`src/rtl/game_ctl_param_if.sv`:
```
// ---------------------------------------------------------------------------
// vga_if
// Minimal VGA timing bundle consumed by the game controller. Only the raster
// counters are carried; the controller derives its frame tick from them.
//   hcount : horizontal pixel counter
//   vcount : vertical line counter
// ---------------------------------------------------------------------------
interface vga_if;
    logic [10:0] hcount;
    logic [10:0] vcount;

    modport in  (input  hcount, input  vcount);
    modport out (output hcount, output vcount);
endinterface

```
`src/rtl/game_ctl_param.sv`:
```
// ---------------------------------------------------------------------------
// game_ctl_param
// Game-control FSM for the two-player ship game. Turns mouse clicks into grid
// cells, runs ship placement, the outgoing shot / answer handshake with the
// opponent link, answers incoming shots, and tracks the end of the game.
//
// Ports
//   clk, rst        : system clock, synchronous active-high reset
//   vga_in          : raster timing, frame tick when hcount==0 && vcount==0
//   mouse_left      : left button level
//   mouse_xpos/ypos : pointer position in pixels
//   peer_ready      : opponent finished placing
//   start_first     : we shoot first (sampled when leaving READY)
//   answer          : reply to our shot, 01 miss, 10 hit, 11 reject
//   shot_in_valid   : opponent shot present (one-cycle pulse)
//   shot_in         : opponent shot {row, col}
//   cell_pos        : last valid clicked cell {row, col}
//   place_req       : pulse, place a ship at cell_pos
//   shot_out        : our pending shot
//   shot_valid      : held while waiting for an answer
//   reply_valid     : pulse answering shot_in, reply holds until next one
//   reply           : 01 miss, 10 hit, 11 invalid
//   timeout_err     : pulse when an answer never arrived
//   state_out       : current state encoding
//   ships_placed    : number of ship cells placed so far
//   game_over, win  : game finished, and whether we won
// ---------------------------------------------------------------------------
module game_ctl_param #(
    parameter int GRID_N     = 10,
    parameter int CELL_LOG2  = 5,
    parameter int BOARD_X0   = 608,
    parameter int BOARD_Y0   = 193,
    parameter int SHIPS      = 10,
    parameter int TIMEOUT_FR = 120
) (
    input  logic                       clk,
    input  logic                       rst,
    vga_if.in                          vga_in,
    input  logic                       mouse_left,
    input  logic [11:0]                mouse_xpos,
    input  logic [11:0]                mouse_ypos,
    input  logic                       peer_ready,
    input  logic                       start_first,
    input  logic [1:0]                 answer,
    input  logic                       shot_in_valid,
    input  logic [7:0]                 shot_in,
    output logic [7:0]                 cell_pos,
    output logic                       place_req,
    output logic [7:0]                 shot_out,
    output logic                       shot_valid,
    output logic                       reply_valid,
    output logic [1:0]                 reply,
    output logic                       timeout_err,
    output logic [2:0]                 state_out,
    output logic [$clog2(SHIPS+1)-1:0] ships_placed,
    output logic                       game_over,
    output logic                       win
);

    localparam int CELLS    = GRID_N * GRID_N;
    localparam int IDX_W    = (CELLS > 1) ? $clog2(CELLS) : 1;
    localparam int CNT_W    = $clog2(SHIPS + 1);
    localparam int TMO_W    = $clog2(TIMEOUT_FR + 1);
    localparam int BOARD_PX = GRID_N << CELL_LOG2;

    typedef enum logic [2:0] {
        S_IDLE       = 3'd0,
        S_PLACE      = 3'd1,
        S_READY      = 3'd2,
        S_MY_TURN    = 3'd3,
        S_WAIT_ANS   = 3'd4,
        S_THEIR_TURN = 3'd5,
        S_OVER       = 3'd6
    } state_t;

    state_t             state_q, state_d;
    logic               mouseLeft_q;
    logic [7:0]         cellPos_q, cellPos_d;
    logic               placeReq_q, placeReq_d;
    logic [7:0]         shotOut_q, shotOut_d;
    logic               shotValid_q, shotValid_d;
    logic               replyValid_q, replyValid_d;
    logic [1:0]         reply_q, reply_d;
    logic               timeoutErr_q, timeoutErr_d;
    logic [CNT_W-1:0]   placed_q, placed_d;
    logic [CNT_W-1:0]   hits_q, hits_d;
    logic [CNT_W-1:0]   lost_q, lost_d;
    logic [TMO_W-1:0]   tmo_q, tmo_d;
    logic [CELLS-1:0]   occ_q, occ_d;
    logic [CELLS-1:0]   shot_q, shot_d;
    logic [CELLS-1:0]   hit_q, hit_d;
    logic               gameOver_q, gameOver_d;
    logic               win_q, win_d;

    int                 xRel;
    int                 yRel;
    logic               click;
    logic               validClick;
    logic [3:0]         clickRow;
    logic [3:0]         clickCol;
    logic [IDX_W-1:0]   clickIdx;
    logic [IDX_W-1:0]   shotIdx;
    logic [IDX_W-1:0]   inIdx;
    logic               inOnBoard;
    logic               frameTick;

    // Pointer-to-cell decode. Offsets are signed so that pointers left of or
    // above the board come out negative and fail the range test.
    always_comb begin
        frameTick  = (vga_in.hcount == 11'd0) && (vga_in.vcount == 11'd0);
        click      = mouse_left && !mouseLeft_q;
        xRel       = int'(mouse_xpos) - BOARD_X0;
        yRel       = int'(mouse_ypos) - BOARD_Y0;
        validClick = click && (xRel >= 0) && (xRel < BOARD_PX)
                           && (yRel >= 0) && (yRel < BOARD_PX);
        clickCol   = 4'(xRel >>> CELL_LOG2);
        clickRow   = 4'(yRel >>> CELL_LOG2);
        clickIdx   = IDX_W'(int'(clickRow) * GRID_N + int'(clickCol));
        shotIdx    = IDX_W'(int'(shotOut_q[7:4]) * GRID_N + int'(shotOut_q[3:0]));
        inIdx      = IDX_W'(int'(shot_in[7:4]) * GRID_N + int'(shot_in[3:0]));
        inOnBoard  = (int'(shot_in[7:4]) < GRID_N) && (int'(shot_in[3:0]) < GRID_N);
    end

    // Next-state and output logic. Pulses default low; everything else holds.
    always_comb begin
        state_d      = state_q;
        cellPos_d    = cellPos_q;
        placeReq_d   = 1'b0;
        shotOut_d    = shotOut_q;
        shotValid_d  = shotValid_q;
        replyValid_d = 1'b0;
        reply_d      = reply_q;
        timeoutErr_d = 1'b0;
        placed_d     = placed_q;
        hits_d       = hits_q;
        lost_d       = lost_q;
        tmo_d        = tmo_q;
        occ_d        = occ_q;
        shot_d       = shot_q;
        hit_d        = hit_q;
        gameOver_d   = gameOver_q;
        win_d        = win_q;

        // cell_pos follows every on-board click until the game is over
        if (validClick && state_q != S_OVER) begin
            cellPos_d = {clickRow, clickCol};
        end

        case (state_q)
            S_IDLE: begin
                if (click) begin
                    state_d = S_PLACE;
                end
            end
            S_PLACE: begin
                if (placed_q == CNT_W'(SHIPS)) begin
                    state_d = S_READY;
                end else if (validClick && !occ_q[clickIdx]) begin
                    occ_d[clickIdx] = 1'b1;
                    placeReq_d      = 1'b1;
                    placed_d        = placed_q + 1'b1;
                end
            end
            S_READY: begin
                if (peer_ready) begin
                    state_d = start_first ? S_MY_TURN : S_THEIR_TURN;
                end
            end
            S_MY_TURN: begin
                if (validClick && !shot_q[clickIdx]) begin
                    shotOut_d   = {clickRow, clickCol};
                    shotValid_d = 1'b1;
                    tmo_d       = '0;
                    state_d     = S_WAIT_ANS;
                end
            end
            S_WAIT_ANS: begin
                // An answer wins over a frame tick arriving in the same cycle
                case (answer)
                    2'b01: begin
                        shot_d[shotIdx] = 1'b1;
                        shotValid_d     = 1'b0;
                        state_d         = S_THEIR_TURN;
                    end
                    2'b10: begin
                        shot_d[shotIdx] = 1'b1;
                        hits_d          = hits_q + 1'b1;
                        shotValid_d     = 1'b0;
                        if (hits_d == CNT_W'(SHIPS)) begin
                            state_d    = S_OVER;
                            gameOver_d = 1'b1;
                            win_d      = 1'b1;
                        end else begin
                            state_d = S_MY_TURN;
                        end
                    end
                    2'b11: begin
                        shotValid_d = 1'b0;
                        state_d     = S_MY_TURN;
                    end
                    default: begin
                        if (frameTick) begin
                            tmo_d = tmo_q + 1'b1;
                            if (tmo_d == TMO_W'(TIMEOUT_FR)) begin
                                timeoutErr_d = 1'b1;
                                shotValid_d  = 1'b0;
                                state_d      = S_MY_TURN;
                            end
                        end
                    end
                endcase
            end
            S_THEIR_TURN: begin
                if (shot_in_valid) begin
                    replyValid_d = 1'b1;
                    if (!inOnBoard) begin
                        reply_d = 2'b11;
                    end else if (occ_q[inIdx] && !hit_q[inIdx]) begin
                        reply_d       = 2'b10;
                        hit_d[inIdx]  = 1'b1;
                        lost_d        = lost_q + 1'b1;
                        if (lost_d == CNT_W'(SHIPS)) begin
                            state_d    = S_OVER;
                            gameOver_d = 1'b1;
                            win_d      = 1'b0;
                        end
                    end else begin
                        reply_d = 2'b01;
                        state_d = S_MY_TURN;
                    end
                end
            end
            S_OVER: begin
            end
            default: begin
                state_d = S_IDLE;
            end
        endcase
    end

    // State and datapath registers; reset clears the whole game.
    always_ff @(posedge clk) begin
        if (rst) begin
            state_q      <= S_IDLE;
            mouseLeft_q  <= 1'b0;
            cellPos_q    <= '0;
            placeReq_q   <= 1'b0;
            shotOut_q    <= '0;
            shotValid_q  <= 1'b0;
            replyValid_q <= 1'b0;
            reply_q      <= '0;
            timeoutErr_q <= 1'b0;
            placed_q     <= '0;
            hits_q       <= '0;
            lost_q       <= '0;
            tmo_q        <= '0;
            occ_q        <= '0;
            shot_q       <= '0;
            hit_q        <= '0;
            gameOver_q   <= 1'b0;
            win_q        <= 1'b0;
        end else begin
            state_q      <= state_d;
            mouseLeft_q  <= mouse_left;
            cellPos_q    <= cellPos_d;
            placeReq_q   <= placeReq_d;
            shotOut_q    <= shotOut_d;
            shotValid_q  <= shotValid_d;
            replyValid_q <= replyValid_d;
            reply_q      <= reply_d;
            timeoutErr_q <= timeoutErr_d;
            placed_q     <= placed_d;
            hits_q       <= hits_d;
            lost_q       <= lost_d;
            tmo_q        <= tmo_d;
            occ_q        <= occ_d;
            shot_q       <= shot_d;
            hit_q        <= hit_d;
            gameOver_q   <= gameOver_d;
            win_q        <= win_d;
        end
    end

    assign cell_pos     = cellPos_q;
    assign place_req    = placeReq_q;
    assign shot_out     = shotOut_q;
    assign shot_valid   = shotValid_q;
    assign reply_valid  = replyValid_q;
    assign reply        = reply_q;
    assign timeout_err  = timeoutErr_q;
    assign state_out    = state_q;
    assign ships_placed = placed_q;
    assign game_over    = gameOver_q;
    assign win          = win_q;

endmodule

```
`src/flat_wrapper.sv`:
```
// flat-port wrapper written by rule: the top's interface ports become plain ports
module game_ctl_param_flat 
#(
    parameter int GRID_N     = 10,
    parameter int CELL_LOG2  = 5,
    parameter int BOARD_X0   = 608,
    parameter int BOARD_Y0   = 193,
    parameter int SHIPS      = 10,
    parameter int TIMEOUT_FR = 120
)
  (clk, rst, mouse_left, mouse_xpos, mouse_ypos, peer_ready, start_first, answer, shot_in_valid, shot_in, cell_pos, place_req, shot_out, shot_valid, reply_valid, reply, timeout_err, state_out, ships_placed, game_over, win, vga_in_hcount, vga_in_vcount);
  vga_if vga_in_i ();
  input  logic clk;
  input  logic rst;
  input  logic mouse_left;
  input  logic [11:0] mouse_xpos;
  input  logic [11:0] mouse_ypos;
  input  logic peer_ready;
  input  logic start_first;
  input  logic [1:0] answer;
  input  logic shot_in_valid;
  input  logic [7:0] shot_in;
  output logic [7:0] cell_pos;
  output logic place_req;
  output logic [7:0] shot_out;
  output logic shot_valid;
  output logic reply_valid;
  output logic [1:0] reply;
  output logic timeout_err;
  output logic [2:0] state_out;
  output logic [$clog2(SHIPS+1)-1:0] ships_placed;
  output logic game_over;
  output logic win;
  input wire logic [$bits(vga_in_i.hcount)-1:0] vga_in_hcount;
  input wire logic [$bits(vga_in_i.vcount)-1:0] vga_in_vcount;
  assign vga_in_i.hcount = vga_in_hcount;
  assign vga_in_i.vcount = vga_in_vcount;
  game_ctl_param #(.GRID_N(GRID_N), .CELL_LOG2(CELL_LOG2), .BOARD_X0(BOARD_X0), .BOARD_Y0(BOARD_Y0), .SHIPS(SHIPS), .TIMEOUT_FR(TIMEOUT_FR)) u_core (.clk(clk), .rst(rst), .vga_in(vga_in_i), .mouse_left(mouse_left), .mouse_xpos(mouse_xpos), .mouse_ypos(mouse_ypos), .peer_ready(peer_ready), .start_first(start_first), .answer(answer), .shot_in_valid(shot_in_valid), .shot_in(shot_in), .cell_pos(cell_pos), .place_req(place_req), .shot_out(shot_out), .shot_valid(shot_valid), .reply_valid(reply_valid), .reply(reply), .timeout_err(timeout_err), .state_out(state_out), .ships_placed(ships_placed), .game_over(game_over), .win(win));
endmodule
```
`config.mk`:
```
export PLATFORM = sky130hd
export DESIGN_NAME = game_ctl_param_flat
export DESIGN_NICKNAME = d
export VERILOG_FILES = /design/src/rtl/game_ctl_param_if.sv /design/src/rtl/game_ctl_param.sv /design/src/flat_wrapper.sv
export SDC_FILE = /design/constraint.sdc
export NUM_CORES = 1
export LEC_CHECK = 0
export CAP_MARGIN = 25
export CORE_MARGIN = 3
export CORE_UTILIZATION = 50
export CTS_CLUSTER_SIZE = 28
export DETAILED_ROUTE_END_ITERATION = 7
export DONT_BUFFER_PORTS = 1
export GPL_TIMING_DRIVEN = 0
export PLACE_DENSITY = 0.71
export SYNTH_ARGS = -nofsm -noshare
export SYNTH_HDL_FRONTEND = slang
export SYNTH_SLANG_ARGS = --single-unit
export TNS_END_PERCENT = 5
```
`constraint.sdc`:
```
create_clock -name clk -period 9.7 [get_ports clk]
set_clock_uncertainty 0.05 [all_clocks]
set_input_delay 0.97 -clock clk [delete_from_list [all_inputs] [get_ports clk]]
set_output_delay 0.97 -clock clk [all_outputs]
set_load 0.02 [all_outputs]
```
After elaboration in Yosys (flattened, before gate mapping)
Index checks and enable logic that the tools add are counted.
- input port bits: 62
- logic and storage cells: 174
- bits in read-only memories: 0
- memories kept: 0
- memory bits (writable): 0
- output and inout port bits: 31
- bits in latches: 0
- register bits: 347
- $add $sub $neg: 9
- multipliers: 3
- bitwise operators: 9
- mux-type cells: 54
- order comparisons: 12
- reduce and logical (&&, ||, !) cells: 38
- equal/unequal tests: 31
- shifts and indexed selects: 0
- div/mod/pow operators: 0
- operator list (operator ; count):
    $or A100 B100 Y100 ; 3
    $ge A32 B1 Y1 const B ; 2
    $lt A32 B10 Y1 const B ; 2
    $mux W3 ; 12
    $bmux W1 S7 ; 4
    $lt A7 B8 Y1 const B ; 3
    $mux W1 ; 24
    $logic_not A11 Y1 ; 2
    $add A7 B5 Y7 ; 3
    $demux W1 S7 ; 3
    $ge A7 B1 Y1 const B ; 3
    $mux W7 ; 3
    $pmux W3 S7 ; 1
    $mul A4 B3 Y6 const B ; 3
    $ne A2 B1 Y1 const B ; 9
    $logic_and A1 B1 Y1 ; 14
    $pmux W7 S2 ; 1
    $sub A12 B10 Y13 const B ; 1
    $sub A12 B8 Y13 const B ; 1
    $add A4 B1 Y4 const B ; 3
    $eq A4 B4 Y1 const B ; 3
    $reduce_and A4 Y1 ; 3
    $ne A5 B1 Y1 const B ; 2
    $reduce_and A10 Y1 ; 1
    other kinds (24) ; 50

Longest topological paths before layout
Gate-level depths: netlist (run 1).
- word-level depth: 10
- depth in mapped cells: 19
- mapped depth without buffers: 17

Worst setup path after synthesis (run 1)
No wires, ideal clock.
- path type: input -> register
- start point: input mouse_ypos[4]
- end point: register u_core.occ_q[28]
- buffers on the path: 4
- cell stages on the path: 15
- data arrival time: 5178 ps
- data required time: 9557 ps
- path slack: 4379 ps
- library setup time: 93 ps
- cell sequence: or4_1 > nor3_1 > xnor2_1 > fa_1 > clkbuf_1 > buf_2 > buf_2 > o21ai_0 > a221oi_1 > o22ai_1 > mux4_2 > o21ai_2 > nand4_1 > clkbuf_1 > o32ai_1
- RTL lines (what ; RTL line ; RTL):
    start, declared ; flat_wrapper.sv:17 ; input logic [11:0] mouse_ypos;
    end signal, assigned ; game_ctl_param.sv:257 ; occ_q <= '0;
    end signal, assigned ; game_ctl_param.sv:276 ; occ_q <= occ_d;
    end, declared ; game_ctl_param.sv:89 ; logic [CELLS-1:0] occ_q, occ_d;

==> flow_metrics.env, run 1 <==
export IMPL_ir_worst_vdd_v=0.000111
export IMPL_die_height_um=188
export IMPL_wl_um=57700
export IMPL_coreArea_um2=32100
export IMPL_port_buffers=0
export IMPL_synthArstFlopShare_pct=0
export IMPL_hp_class="reg2reg"
export IMPL_synthCells=1887
export IMPL_dr_pass1_iters=8
export IMPL_crit_required_ns=10.07
export IMPL_synth_enable_flop_cells=0
export IMPL_diodes=0
export IMPL_ioPinCount=93
export IMPL_synth_cell_types=83
export IMPL_tns_ns=0
export IMPL_syn_area_per_cell_um2=8.77
export IMPL_grt_pass1_wl_um=87100
export IMPL_worstMarginPinSlew_ns=1.07
export IMPL_worstSetupStartpoint="mouse_ypos[4]"
export IMPL_gr_total_overflow=0
export IMPL_gp_congestion=1.01
export IMPL_crit_type="in2reg"
export IMPL_synth_xor_area_share_pct=1.68
export IMPL_outcome="finished, final reports clean"
export IMPL_clkLatencyLatePin_ns=0.53
export IMPL_synth_compound_area_share_pct=21.9
export IMPL_leakage_nw=6.16
export IMPL_dpl_worst_slack_ns=2.79
export IMPL_ys_flop_type="dfxtp_1"
export IMPL_syn_nets=1984
export IMPL_synth_fa_ha_area_share_pct=2.92
export IMPL_synth_area_um2=16600
export IMPL_yosysWarnings=0
export IMPL_setup_violations_final=0
export IMPL_syn_to_final_growth_pct=10.8
export IMPL_yosysSeqAreaShare_pct=42.0
export IMPL_cp_start_kind="input port"
export IMPL_rsz0062_at_grt="no"
export IMPL_relSlewSlack_pct=28.1
export IMPL_tritoncts="built"
export IMPL_whs_ns=0.415
export IMPL_setup_ws_ns=3.16
export IMPL_cap_violations=0
export IMPL_ant_nets=0
export IMPL_post_cts_setup_buffer_count=0
export IMPL_r2r_slack_ns=5.75
export IMPL_hold_buffers=0
export IMPL_cts_resized=0
export IMPL_start_util_pct=51.5
export IMPL_cts_buffers=38
export IMPL_drv_slew=0
export IMPL_cp_max_fo=10
export IMPL_drive_above_1_share_pct=9.35
export IMPL_dr_first_iter_drc_count=2057
export IMPL_clkSlewWorstSetupHoldPaths_ns=0.06
export IMPL_ff2ff_path_depth=11
export IMPL_hold_violations=0
export IMPL_synthSimpleGateAreaFrac_pct=14.7
export IMPL_hpwl_um=41500
export IMPL_antenna_found_initial=0
export IMPL_cts_max_path_buffers=3
export IMPL_route_detailed_drc=0
export IMPL_wl_per_cell_um=24.1
export IMPL_root_buffer="clkbuf_16"
export IMPL_r2r_start="u_core.occ_q[42]"
export IMPL_htreeDepth=2
export IMPL_final_cell_mix="dfxtp_1, inv_1, nor2_1"
export IMPL_groute_usage_overall_pct=31.5
export IMPL_grt_pass1_vias=14894
export IMPL_synth_mux_area_share_pct=8.19
export IMPL_cts_num_sinks=347
export IMPL_grt_start_max_net_pins=14
export IMPL_critPathCaptureType="flip-flop"
export IMPL_p_per_area_nw_per_um2=194
export IMPL_reg2reg_to="u_core.hit_q[87]"
export IMPL_fin_nets=2025
export IMPL_hold_start="u_core.shot_q[5]"
export IMPL_holdPathStages=2
export IMPL_via_per_inst=6.42
export IMPL_rows=65
export IMPL_vias=15362
export IMPL_max_freq_ghz=0.153
export IMPL_cp_arrival_ns=6.91
export IMPL_ys_ff_latch=347
export IMPL_synth_top_family_by_area="compound AO/OA/AOI/OAI gates"
export IMPL_min_period_ns=6.54
export IMPL_layout_cells_most_common="dfxtp_1"
export IMPL_die_x_um=188
export IMPL_holdPathEnd="u_core.shot_q[5]"
export IMPL_die_area_um2=35300
export IMPL_fin_crit_sh_pct=67.5
metal layers:
layer | GRT usage, % | share of wire (%)
met5 | 0 | 0
met3 | 7.85 | 12
met4 | 12.4 | 4.1
met2 | 49.1 | 44
met1 | 42.1 | 40
worst max-delay path, stage by stage:
cell      delay [ns]
or4_1           0.60
nor3_1          0.37
xnor2_1         0.30
fa_1            0.60
clkbuf_1        0.37
clkbuf_1        0.61
buf_1           0.59
buf_2           0.37
nand3_1         0.10
a21oi_1         0.17
a211oi_1        0.07
nor4_1          0.44
o211ai_1        0.15
o211ai_1        0.24
nand3_1         0.24
and2_1          0.21
clkbuf_1        0.19
a311oi_1        0.30
state kept, by name, summed over array words and instances, names as in the netlist:
name                 count
u_core.win               1
u_core.shot_valid        1
u_core.timeout_err       1
u_core.hits_q            4
u_core.lost_q            4
u_core.state_out         3
u_core.cell_pos          8
u_core.tmo_q             7
u_core.shot_out          8
u_core.shot_q          100
u_core.reply             2
u_core.hit_q           100
u_core.place_req         1
u_core.mouseLeft_q       1
u_core.ships_placed      4
u_core.occ_q           100
u_core.reply_valid       1
u_core.game_over         1
synth_stat cells (13+ instances only):
library cell	n	area [um^2]
nor2_1	190	713
mux2i_1	42	420
ha_1	29	363
a21oi_1	149	746
nand3b_1	13	97.6
a31oi_1	13	81.3
xnor2_1	18	158
inv_1	216	811
clkbuf_1	90	338
buf_2	33	165
mux4_2	36	811
nor3_1	22	110
a221oi_1	18	158
nor2b_1	20	125
nand2_1	79	297
o32ai_1	54	473
nand2b_1	34	213
dfxtp_1	347	6950
o21ai_0	39	195
o22ai_1	156	976
nand3_1	39	195
through the flow:
step                      instances  instance area [um^2]  util [%]  total power [mW]
after floorplan                1887                 16600         -              1.90
after global placement         2322                 17100      53.2              2.11
after detailed placement       2322                 17100      53.2              2.11
after CTS                      2391                 18300      57.1              3.53
after global routing           2392                 18300      57.1              3.66
final                          2392                 18300      57.1              3.57
final cells by class:
class | instances | area [um^2]
sequential | 347 | 6950
inverter | 219 | 822
multi-input combinational | 1185 | 8170
timing repair buffer | 1 | 7.51
fill | 2876 | 13800
tap | 435 | 544
clock buffer | 58 | 1130
buffer | 136 | 612
clock inverter | 11 | 115
worst max-delay path by stage:
stage                  endpoint  slack, ns  cells after the start
6_report        u_core.tmo_q[5]       3.16                     18
5_1_grt         u_core.tmo_q[5]       2.94                     18
4_1_cts         u_core.tmo_q[5]       3.32                     18
3_5_place_dp    u_core.tmo_q[5]       2.79                     18
3_3_place_gp    u_core.tmo_q[5]       2.94                     18
2_1_floorplan  u_core.occ_q[28]       4.38                     15
cells by family (layout without fill, tap and decap cells):
logic type | count (synthesis) | count (layout)
AO/OA/AOI/OAI | 544 | 544
AND/OR/NAND/NOR | 487 | 487
buffers and inverters | 355 | 425
flip-flops | 347 | 347
multiplexers | 89 | 89
adder cells (fa/ha/maj) | 35 | 35
XOR/XNOR | 30 | 30
report_power, final:
| part | total, mW | internal [mW] | switching, mW |
|---|---|---|---|
| Clock | 1.45 | 0.857 | 0.595 |
| Combinational | 0.670 | 0.191 | 0.479 |
| Sequential | 1.45 | 1.43 | 0.0150 |
| Total | 3.57 | 2.48 | 1.09 |
Note: power is estimated with default switching activity, not from simulation.
==> run 2, diff against run 1 <==
--- a/config.mk
+++ b/config.mk
@@ -12,7 +12,7 @@
 export DETAILED_ROUTE_END_ITERATION = 7
 export DONT_BUFFER_PORTS = 1
 export GPL_TIMING_DRIVEN = 0
-export PLACE_DENSITY = 0.71
+export PLACE_DENSITY = 0.74
 export SYNTH_ARGS = -nofsm -noshare
 export SYNTH_HDL_FRONTEND = slang
 export SYNTH_SLANG_ARGS = --single-unit
==> constraint.sdc (replaced) <==
create_clock -name clk -period 5.56 [get_ports clk]
set_clock_uncertainty 0.05 [all_clocks]
set_input_delay 0.556 -clock clk [delete_from_list [all_inputs] [get_ports clk]]
set_output_delay 0.556 -clock clk [all_outputs]
set_load 0.02 [all_outputs]
==> run 2 against run 1 <==
  * Sequential power grew 74%
  * Worst setup slack worse by 3.1 ns
  * First-iteration DRC count decreased by 7.2%
  * Critical path depth decreased by 3
  * Count of clock-buffer cells in the layout decreased by 8
  * Cell area rose by 0.14%
  * Sequential share of layout area fell by 0.054 points
  * Largest power group unchanged
  * Highest routed layer is now met5
==> flow_metrics.env, run 2 (synthesis results as in run 1) <==
export IMPL_cts_num_sinks=347
export IMPL_critPathSlowestCell="o21ai_0"
export IMPL_dp_cells=2322
export IMPL_port_buffers=0
export IMPL_hpwl_um=40900
export IMPL_critPathCaptureType="flip-flop"
export IMPL_worstMarginPinSlew_ns=1.08
export IMPL_fin_crit_sh_pct=98.9
export IMPL_die_height_um=188
export IMPL_crit_type="in2reg"
export IMPL_clkSlewWorstSetupHoldPaths_ns=0.06
export IMPL_ir_worst_vdd_v=0.000185
export IMPL_cp_arrival_ns=5.82
export IMPL_fin_nets=2023
export IMPL_path_common_cell="buf_2"
export IMPL_drive_above_1_share_pct=9.74
export IMPL_clkLatencyLatePin_ns=0.54
export IMPL_die_x_um=188
export IMPL_crit_family="buffers and inverters"
export IMPL_setup_violations_final=0
export IMPL_final_cell_mix="dfxtp_1, inv_1, nor2_1"
export IMPL_reg_largest_list="u_core.hit_q x100, u_core.occ_q x100, u_core.shot_q x100"
export IMPL_ant_nets=0
export IMPL_wl_um=56900
export IMPL_crit_chain="ha_1 > fa_1 > buf_2 > buf_4 > buf_2 > buf_2 > buf_2 > mux4_2 > a21oi_1 > o31ai_1 > o21ai_0 > nor3_4 > nand4_1 > clkbuf_1 > o22ai_1"
export IMPL_ioPinCount=93
export IMPL_leakage_nw=6.17
export IMPL_crit_required_ns=5.88
export IMPL_diodes=0
export IMPL_cp_max_fo=10
export IMPL_via_per_inst=6.46
export IMPL_gp_congestion=1.05
export IMPL_hp_class="in2reg"
export IMPL_max_freq_ghz=0.182
export IMPL_layout_cells_most_common="dfxtp_1"
export IMPL_p_per_area_nw_per_um2=337
export IMPL_crit_buf_inv=6
export IMPL_cts_max_path_buffers=3
export IMPL_max_stage_delay_ns=0.82
export IMPL_htreeDepth=2
export IMPL_groute_usage_overall_pct=31.0
export IMPL_tritoncts="built"
export IMPL_die_area_um2=35300
export IMPL_start_util_pct=51.5
export IMPL_relSlewSlack_pct=27.5
export IMPL_cap_violations=0
export IMPL_cp_start_kind="input port"
export IMPL_fill_cells=2859
export IMPL_min_period_ns=5.50
export IMPL_rows=65
export IMPL_dr_pass1_iters=7
export IMPL_vias=15409
export IMPL_gr_total_overflow=0
export IMPL_syn_to_final_growth_pct=11.0
export IMPL_outcome="finished, final reports clean"
export IMPL_tns_ns=0
export IMPL_grt_pass1_vias=14952
export IMPL_wl_per_cell_um=23.8
export IMPL_drv_slew=0
export IMPL_antenna_found_initial=0
export IMPL_coreArea_um2=32100
export IMPL_grt_pass1_wl_um=85900
export IMPL_grt_start_max_net_pins=15
export IMPL_hold_violations=0
export IMPL_route_detailed_drc=0
export IMPL_fin_cells=2385
export IMPL_cts_buffers=37
export IMPL_dr_first_iter_drc_count=1909
export IMPL_root_buffer="clkbuf_16"
==> run 2: cell count changes in the layout (fill, tap and decap cells not counted), sizes merged <==
cell / change
clkbuf: -6
buf: -3
bufinv: +1
clkinv: +1
==> run 2: timing repair <==
action,CTS,global route
setup endpoints to repair,66,94
buffers inserted,2,0
hold buffers,0,0
cloned,0,0
resized for setup,3,8
pin swaps,1,0
==> run 2: worst paths after layout <==
kind / start / end / slack, ns / cells after the start
worst max-delay path: shot_in[1] / u_core.hit_q[39] / 0.06 / 15
worst min-delay path: mouse_left / u_core.mouseLeft_q / 0.12 / 1
worst max register to register: u_core.occ_q[42] / u_core.hit_q[79] / 1.46 / 11
worst min register to register: u_core.shot_q[14] / u_core.shot_q[14] / 0.41 / 2
==> run 2: per-stage QoR <==
stage | instance area [um^2] | hold WS, ns | power (mW) | util (%) | setup WS (ns)
floorplan | 16600 | 0.379 | 3.31 | - | 0.653
global placement | 17100 | 0.391 | 3.66 | 53.2 | -0.848
detailed placement | 17100 | 0.400 | 3.66 | 53.2 | -0.895
CTS | 18400 | 0.112 | 6.14 | 57.1 | 0.0996
global route | 18400 | 0.112 | 6.37 | 57.2 | -0.0367
finish | 18400 | 0.117 | 6.19 | 57.2 | 0.0605
==> run 2: report_power, final <==
group          switching, mW  total, mW  leakage (nW)  internal [mW]
combinational          0.822       1.16          2.77          0.337
sequential            0.0254       2.52          2.79           2.50
clock                   1.03       2.51         0.605           1.48
==> run 2: layout make-up <==
cell class / instances / area, um^2 / share of cell area (%)
clock buffer: 50 / 1050 / 5.74
tap: 435 / 544 / 2.96
multi-input combinational: 1185 / 8200 / 44.6
inverter: 219 / 822 / 4.47
timing repair buffer: 2 / 15.0 / 0.0817
sequential: 347 / 6950 / 37.8
buffer: 134 / 616 / 3.35
clock inverter: 13 / 176 / 0.960
==> run 2: layer usage <==
layer / GRT usage, % / vias to the layer above / wire length (um)
met4: 13.2 / 2 / 2710
li1: - / 6863 / -
met2: 48.1 / 985 / 25200
met1: 40.2 / 7366 / 22000
met3: 9.40 / 193 / 6880
met5: 1.24 / - / 58
